===== config.mk =====
export PLATFORM = sky130hd
export DESIGN_NAME = heap_array_manager
export DESIGN_NICKNAME = d
export VERILOG_FILES = /design/src/rtl/heap_array_manager.sv
export SDC_FILE = /design/constraint.sdc
export NUM_CORES = 1
export LEC_CHECK = 0
export ABC_CLOCK_PERIOD_IN_PS = 5400
export CORE_ASPECT_RATIO = 0.9
export CORE_MARGIN = 4
export CORE_UTILIZATION = 58
export DETAILED_ROUTE_END_ITERATION = 12
export DONT_BUFFER_PORTS = 1
export PLACE_DENSITY = 0.75
export REMOVE_ABC_BUFFERS = 1
export SLEW_MARGIN = 15
export SYNTH_ARGS = -nofsm -noshare
export SYNTH_HDL_FRONTEND = slang
export SYNTH_SLANG_ARGS = --single-unit

===== constraint.sdc =====
create_clock -name clock -period 5.4 [get_ports clock]
set_clock_uncertainty 0.15 [all_clocks]
set_input_delay 0.81 -clock clock [delete_from_list [all_inputs] [get_ports clock]]
set_output_delay 0.81 -clock clock [all_outputs]
set_load 0.02 [all_outputs]

===== src/rtl/heap_array_manager.sv =====
// Heap array sequencer: allocates/frees array slots, tracks array lengths and
// runs the pipelined arrayIndex search against a 1-cycle-latency heap read port.
module heap_array_manager #(
    parameter int unsigned MemoryElementWidth = 12,
    parameter int unsigned NArea              = 3,
    parameter int unsigned NArrays            = 4
) (
    input  logic                          clock,
    input  logic                          reset,
    input  logic                          cmd_valid,
    output logic                          cmd_ready,
    input  logic [1:0]                    cmd,
    input  logic [MemoryElementWidth-1:0] cmd_array,
    input  logic [MemoryElementWidth-1:0] cmd_index,
    input  logic [MemoryElementWidth-1:0] cmd_value,
    output logic                          rsp_valid,
    output logic [MemoryElementWidth-1:0] rsp_data,
    output logic                          rsp_error,
    output logic                          heap_rd_en,
    output logic [MemoryElementWidth-1:0] heap_rd_addr,
    input  logic [MemoryElementWidth-1:0] heap_rd_data,
    output logic [MemoryElementWidth-1:0] allocs
);

    localparam int unsigned W  = MemoryElementWidth;
    localparam int unsigned AW = (NArrays > 1) ? $clog2(NArrays) : 1;
    localparam int unsigned TW = $clog2(NArrays + 1);

    localparam logic [W-1:0] NARR_W  = W'(NArrays);
    localparam logic [W-1:0] NAREA_W = W'(NArea);

    localparam logic [1:0] CMD_ALLOC  = 2'd0;
    localparam logic [1:0] CMD_FREE   = 2'd1;
    localparam logic [1:0] CMD_INDEX  = 2'd2;
    localparam logic [1:0] CMD_SETLEN = 2'd3;

    typedef enum logic [1:0] {
        ST_IDLE = 2'd0,
        ST_SCAN = 2'd1,
        ST_RESP = 2'd2
    } state_t;

    state_t                       r_state,   w_state;
    logic [W-1:0]                 r_allocs,  w_allocs;
    logic [TW-1:0]                r_top,     w_top;
    logic [NArrays-1:0][AW-1:0]   r_stack,   w_stack;
    logic [NArrays-1:0]           r_in_use,  w_in_use;
    logic [NArrays-1:0][W-1:0]    r_size,    w_size;
    logic [W-1:0]                 r_value,   w_value;
    logic [W-1:0]                 r_base,    w_base;
    logic [W-1:0]                 r_len,     w_len;
    logic [W-1:0]                 r_rd_idx,  w_rd_idx;
    logic                         r_cmp_vld, w_cmp_vld;
    logic [W-1:0]                 r_cmp_pos, w_cmp_pos;
    logic [W-1:0]                 r_result,  w_result;
    logic                         r_cmd_ready, w_cmd_ready;
    logic                         r_rsp_valid, w_rsp_valid;
    logic [W-1:0]                 r_rsp_data,  w_rsp_data;
    logic                         r_rsp_error, w_rsp_error;
    logic                         r_rd_en,     w_rd_en;
    logic [W-1:0]                 r_rd_addr,   w_rd_addr;

    logic                         w_arr_ok;
    logic [AW-1:0]                w_idx;
    logic                         w_used;
    logic [AW-1:0]                w_pop;
    logic [AW-1:0]                w_alloc_idx;
    logic                         w_alloc_ok;
    logic                         w_match;

    // Next-state and next-output logic for the whole sequencer
    always_comb begin
        w_state     = r_state;
        w_allocs    = r_allocs;
        w_top       = r_top;
        w_stack     = r_stack;
        w_in_use    = r_in_use;
        w_size      = r_size;
        w_value     = r_value;
        w_base      = r_base;
        w_len       = r_len;
        w_rd_idx    = r_rd_idx;
        w_cmp_vld   = 1'b0;
        w_cmp_pos   = r_cmp_pos;
        w_result    = r_result;
        w_rsp_valid = 1'b0;
        w_rsp_data  = r_rsp_data;
        w_rsp_error = r_rsp_error;
        w_rd_en     = 1'b0;
        w_rd_addr   = r_rd_addr;
        w_alloc_idx = '0;
        w_alloc_ok  = 1'b0;

        w_arr_ok = (cmd_array < NARR_W);
        w_idx    = cmd_array[AW-1:0];
        w_used   = w_arr_ok && r_in_use[w_idx];
        w_pop    = AW'(r_top - TW'(1));
        w_match  = (heap_rd_data == r_value);

        case (r_state)
            ST_IDLE: begin
                if (cmd_valid) begin
                    w_state     = ST_RESP;
                    w_rsp_valid = 1'b1;
                    w_rsp_data  = '0;
                    w_rsp_error = 1'b0;
                    case (cmd)
                        CMD_ALLOC: begin
                            // Recycled slots (LIFO) take priority over fresh ones
                            if (r_top != '0) begin
                                w_top       = r_top - TW'(1);
                                w_alloc_idx = r_stack[w_pop];
                                w_alloc_ok  = 1'b1;
                            end else if (r_allocs < NARR_W) begin
                                w_alloc_idx = r_allocs[AW-1:0];
                                w_allocs    = r_allocs + W'(1);
                                w_alloc_ok  = 1'b1;
                            end else begin
                                w_rsp_error = 1'b1;
                            end
                            if (w_alloc_ok) begin
                                w_rsp_data            = W'(w_alloc_idx);
                                w_in_use[w_alloc_idx] = 1'b1;
                                w_size[w_alloc_idx]   = '0;
                            end
                        end
                        CMD_FREE: begin
                            if ((cmd_array >= r_allocs) || !w_used) begin
                                w_rsp_error = 1'b1;
                            end else begin
                                w_stack[AW'(r_top)] = w_idx;
                                w_top               = r_top + TW'(1);
                                w_in_use[w_idx]     = 1'b0;
                            end
                        end
                        CMD_SETLEN: begin
                            if (!w_used || (cmd_index >= NAREA_W)) begin
                                w_rsp_error = 1'b1;
                            end else if (r_size[w_idx] < (cmd_index + W'(1))) begin
                                w_size[w_idx] = cmd_index + W'(1);
                            end
                        end
                        default: begin
                            if (!w_used) begin
                                w_rsp_error = 1'b1;
                            end else if (r_size[w_idx] != '0) begin
                                // Non-empty array: launch the scan, keep the previous response
                                w_state     = ST_SCAN;
                                w_rsp_valid = 1'b0;
                                w_rsp_data  = r_rsp_data;
                                w_rsp_error = r_rsp_error;
                                w_value     = cmd_value;
                                w_base      = W'(cmd_array * NArea);
                                w_len       = r_size[w_idx];
                                w_result    = '0;
                                w_rd_en     = 1'b1;
                                w_rd_addr   = W'(cmd_array * NArea);
                                w_rd_idx    = W'(1);
                                w_cmp_pos   = '0;
                            end
                        end
                    endcase
                end
            end
            ST_SCAN: begin
                if (r_rd_idx < r_len) begin
                    w_rd_en   = 1'b1;
                    w_rd_addr = r_base + r_rd_idx;
                    w_rd_idx  = r_rd_idx + W'(1);
                end
                // r_cmp_pos is the 1-based position of the word returning next cycle
                w_cmp_vld = r_rd_en;
                w_cmp_pos = r_rd_idx;
                if (r_cmp_vld) begin
                    if (w_match) begin
                        w_result = r_cmp_pos;
                    end
                    if (r_cmp_pos == r_len) begin
                        w_state     = ST_RESP;
                        w_rsp_valid = 1'b1;
                        w_rsp_error = 1'b0;
                        w_rsp_data  = w_match ? r_cmp_pos : r_result;
                    end
                end
            end
            ST_RESP: begin
                w_state = ST_IDLE;
            end
            default: begin
                w_state = ST_IDLE;
            end
        endcase

        w_cmd_ready = (w_state == ST_IDLE);
    end

    always_ff @(posedge clock or posedge reset) begin
        if (reset) begin
            r_state     <= ST_IDLE;
            r_allocs    <= '0;
            r_top       <= '0;
            r_stack     <= '0;
            r_in_use    <= '0;
            r_size      <= '0;
            r_value     <= '0;
            r_base      <= '0;
            r_len       <= '0;
            r_rd_idx    <= '0;
            r_cmp_vld   <= 1'b0;
            r_cmp_pos   <= '0;
            r_result    <= '0;
            r_cmd_ready <= 1'b1;
            r_rsp_valid <= 1'b0;
            r_rsp_data  <= '0;
            r_rsp_error <= 1'b0;
            r_rd_en     <= 1'b0;
            r_rd_addr   <= '0;
        end else begin
            r_state     <= w_state;
            r_allocs    <= w_allocs;
            r_top       <= w_top;
            r_stack     <= w_stack;
            r_in_use    <= w_in_use;
            r_size      <= w_size;
            r_value     <= w_value;
            r_base      <= w_base;
            r_len       <= w_len;
            r_rd_idx    <= w_rd_idx;
            r_cmp_vld   <= w_cmp_vld;
            r_cmp_pos   <= w_cmp_pos;
            r_result    <= w_result;
            r_cmd_ready <= w_cmd_ready;
            r_rsp_valid <= w_rsp_valid;
            r_rsp_data  <= w_rsp_data;
            r_rsp_error <= w_rsp_error;
            r_rd_en     <= w_rd_en;
            r_rd_addr   <= w_rd_addr;
        end
    end

    assign cmd_ready    = r_cmd_ready;
    assign rsp_valid    = r_rsp_valid;
    assign rsp_data     = r_rsp_data;
    assign rsp_error    = r_rsp_error;
    assign heap_rd_en   = r_rd_en;
    assign heap_rd_addr = r_rd_addr;
    assign allocs       = r_allocs;

endmodule


Word-level counts from Yosys, hierarchy flattened

Cells that the tools add are included.

Register bits: 178
Input port bits: 53
Output and inout port bits: 40

$add $sub $neg: 6
Multiply operators: 1
Order comparisons: 13
Eq/ne operators: 19
Multiplexer cells: 98
Bitwise operators: 8
Reduce and logical (&&, ||, !) cells: 28

Operator list:

| operator                | count |
|---|---|
| $mux W12                | 24 |
| $mux W48                | 3 |
| $pmux W12 S2            | 6 |
| $pmux W48 S2            | 1 |
| $and A48 B48 Y48        | 1 |
| $bwmux W48              | 1 |
| $demux W12 S2           | 2 |
| $not A48 Y48            | 1 |
| $add A12 B1 Y12 const B | 3 |
| $reduce_and A5 Y1       | 7 |
| $mux W1                 | 29 |
| $mux W2                 | 14 |
| $bmux W12 S2            | 1 |
| $eq A12 B12 Y1          | 2 |
| $lt A12 B12 Y1          | 2 |
| $lt A12 B3 Y1 const B   | 2 |
| $ne A2 B2 Y1 const B    | 11 |
| $reduce_and A6 Y1       | 3 |
| $add A12 B12 Y12        | 1 |
| $ge A12 B12 Y1          | 1 |
| $ge A12 B2 Y1 const B   | 1 |
| $lt A2 B3 Y1 const B    | 4 |
| $mul A12 B2 Y12 const B | 1 |
| $reduce_bool A12 Y1     | 1 |
| 33 further kinds        | 51 |

Logic depth before layout (Yosys ltp)

Depth after elaboration: 15
Mapped depth: 13
Mapped depth without buffers: 12

Least setup slack after synthesis

OpenSTA, ideal clock, no wires.

Kind: input to register
Start point: input cmd_array[0]
End point: register r_size[13] (netlist bit)
Setup time: 121 ps
Arrival: 3605 ps
Required time: 5129 ps
Setup slack: 1524 ps
Stages: 12
Cell sequence: buf_4 buf_2 mux4_2 ha_1 a21o_1 a211oi_1 o2bb2ai_1 maj3_2 a2111oi_4 a211oi_4 and3_1 a22o_1

Longest elaborated chain between the ends: 8

Ends and longest elaborated chain:

| item                                                                   | RTL line | text |
|---|---|---|
| start: declaration                                                     | 13       | `input logic [MemoryElementWidth-1:0] cmd_array,` |
| parallel branches: the longest is 8 deep, another holds $lt A12 B12 Y1 | -        |  |
| end signal: assignment                                                 | 224      | `r_size <= w_size;` |
| end: declaration                                                       | 48       | `logic [NArrays-1:0][W-1:0] r_size, w_size;` |

Several ways; the timed one is not identified. The select of a mux whose other input is x is not followed.
A chain may end at the register's enable or synchronous reset.

Worst setup path in the final report

Start point: input cmd_array[0]
End point: register r_size[7] (netlist bit)

The elaborated chain is that of the path after synthesis.

==> out/results.ini <==
[run_status]
outcome=complete, no violations

[clock_tree]
cts_sinks=178
clock-root-buffer=clkbuf_16
cts.reportedPaths.clkPinSlew_ns=0.06
cts_inserted_buffers=17
post_cts_resize_count=0
postCtsSetupBuffers=0
cts_hold_buf=0
cts_max_path_buffers=2
tritoncts_clock_tree=yes
worstSkewPairLatency_ns=0.43
htree_num_levels=4

[power_and_ir_drop]
sequentialPowerShare=0.474
power_density_mw_per_mm2=357.6
power_frac_comb=0.204
finalPower_mw=3.779
total_switching_power_mw=1.202
clock_network_fraction_of_total_power=0.322
total_leakage_power_nw=4.994
peakVddDrop_mv=0.2465
swShare=0.3181
internal_power_component_mw=2.577

[drt]
number_of_remaining_drc_errors=0
drt_first_iter_violations=548
routed_wl_microns=22260
wirelength_met1_microns=10090
antenna_left=0
topRoutingLayerUsed=met4
drt_pass_1_iters=5
wl_met2_microns=10150
route.met3.wl_microns=1510
num_vias=6982
drt-vias-per-instance=6.014
routedWlPerCell_microns=19.17

[grt]
grt-ovfl-total=0
grt_first_pass_wirelength_microns=37180
globalRouteTotalUtil=0.2404
grt_start_max_net_pins=70
antenna_found_initial=0
first_global_vias=7066

[critical_path]
endpoint_kind=flip-flop
path_max_fanout=20
reg2regPathDepth=10
worst_ep_required_ns=5.57
critPathLaunchType=input port
critPathArrivalTime_ns=3.57
path_class=in2reg

[placed_design]
place.gp.congestion=0.9494
detailed_placement_hpwl_microns=16110
dp.cells=1129
placedInstanceArea_sq_mm=0.009982
port_buffers=0

[final_layout]
antennaDiodeCount=0
final_cell_area_sq_mm=0.01057
post_route_cells_drive_above_1_share=0.09329
num-nets-final=1066
flow.area_growth_from_synthesis_pct=7.414
number_of_standard_cells_in_the_final_layout_excluding_fillers=1161

[floorplanning]
fp.dieArea_sq_mm=0.01911
die_h_microns=131.6
num_rows=44
effective_utilization_at_floorplan=0.5997
ios=93
die_width_microns=145.3
core_region_area_sq_mm=0.01641

[timing]
holdWs_ns=0.1262
setup-violations-final=0
final.period_utilization=0.6303
fin_crit_ns=3.404
relSlewSlack=0.2571
fmax_mhz=293.8
worst_slew_pin_tran_ns=1.114
rsz0062_at_grt=false
slew_violations=0
final-hold-violation-count=0

[synth]
ys_seq_area_frac=0.4529
syn-cell-area_sq_mm=0.009838
post-synth-top-count-cell=dfrtp_1
ys_types=60
synth-seq-cells=178
yosys_warnings=0
asyncSetResetFlopFracSynth=1.000
syn_inst=958
netlist.top_cell.by_area=dfrtp_1
synth_top_cells_by_area=dfrtp_1, ha_1, nand2_1
synth_edf_count=0
synth.avg_cell_area_sq_um=10.27
post_synth_most_frequent_cells=dfrtp_1, nand2_1, ha_1, o21ai_0, inv_1
synth_top_area_frac=0.4502
synth_flop_cell=dfrtp_1

[job]
drv_cap=0

[hold_path]
worst_hold_path_type=in2async

## sequential cells by signal, indices dropped and copies added (netlist names)
signal,flops
r_size,48
r_value,12
cmd_ready,1
rsp_error,1
heap_rd_en,1
rsp_data,12
allocs,12
r_rd_idx,12
heap_rd_addr,12
r_in_use,4
r_stack,8
r_base,12
r_cmp_pos,12
r_result,12
r_cmp_vld,1
r_len,12
r_top,3
r_state,2
rsp_valid,1
## cell usage in the layout, fill, tap and decap left out, types with 5 or more instances in the layout
master	count
or2_2	5
mux2_2	18
nor2b_1	27
and2_1	27
dfrtp_1	177
o21ai_0	58
clkbuf_16	17
nor3_1	11
a22o_1	31
nand2b_1	10
nor2_1	41
a21o_1	9
xor2_1	28
mux4_2	15
nor4_1	11
inv_1	52
nand4_1	12
and3_1	15
a21oi_1	23
xnor2_1	35
nand3_1	20
o31ai_1	12
buf_4	7
ha_1	70
mux2i_1	18
nand2_1	130
## kinds of logic (layout without fill, tap and decap cells)
logic type / after synthesis / in the layout / share of synthesized area
buffers and inverters: 96 / 92 / 0.03917
flip-flops: 178 / 178 / 0.4529
adder cells (fa/ha/maj): 75 / 75 / 0.09653
AND/OR/NAND/NOR: 323 / 323 / 0.1616
multiplexers: 51 / 51 / 0.07325
AO/OA/AOI/OAI: 171 / 171 / 0.1180
XOR/XNOR: 64 / 64 / 0.05850
## final cells by class
cell class              instances  area [sq um]
clock inverters                 9         97.59
multi-input cells             684          5011
flip-flops and latches        178          4456
inverters                      53         203.9
repair buffers                  7         52.55
fillers                      1243          5838
clock buffers                  23         488.0
well taps                     207         259.0
## stage by stage
stage | setup slack (ns) | util | setup TNS, ns
finish | 1.996 | 0.6441 | 0
global route | 1.790 | 0.6441 | 0
CTS | 2.038 | 0.6441 | 0
detailed placement | 1.617 | 0.6085 | 0
global placement | 1.696 | 0.6085 | 0
floorplan | -0.3886 | - | -68.78
## worst max-delay path, cell delays in order
cell	delay (ns)
mux4_2	0.52
ha_1	0.33
a21o_1	0.18
a211oi_1	0.22
o2bb2ai_1	0.15
maj3_2	0.25
a2111oi_4	0.08
a211oi_4	0.36
nand2_1	0.36
and2_1	0.28
## worst paths after layout
check	start	to	slack, ns
worst min-delay path	reset	r_len[5]	0.13
worst min register to register	r_size[44]	r_size[44]	0.34
worst max register to register	r_size[26]	r_size[7]	2.01
min in group clock	cmd_valid	cmd_ready	0.30
worst max-delay path	cmd_array[0]	r_size[7]	2.00
max in group asynchronous	reset	heap_rd_addr[9]	3.76
## power by group through the flow
stage | clock network (mW) | logic [mW] | registers (mW)
4_1_cts | 1.24 | 0.776 | 1.79
3_5_place_dp | 0 | 0.767 | 1.81
3_3_place_gp | 0 | 0.746 | 1.80
2_1_floorplan | 0 | 0.633 | 1.73
5_1_grt | 1.30 | 0.884 | 1.82
6_report | 1.22 | 0.773 | 1.79
## per-layer routing
layer | vias up | GRT usage
met5 | - | 0
met3 | 36 | 0.06474
li1 | 3302 | -
met1 | 3425 | 0.3365
met2 | 219 | 0.3709
met4 | 0 | 0.07278
No activity file was read; power rests on OpenSTA's default activity.
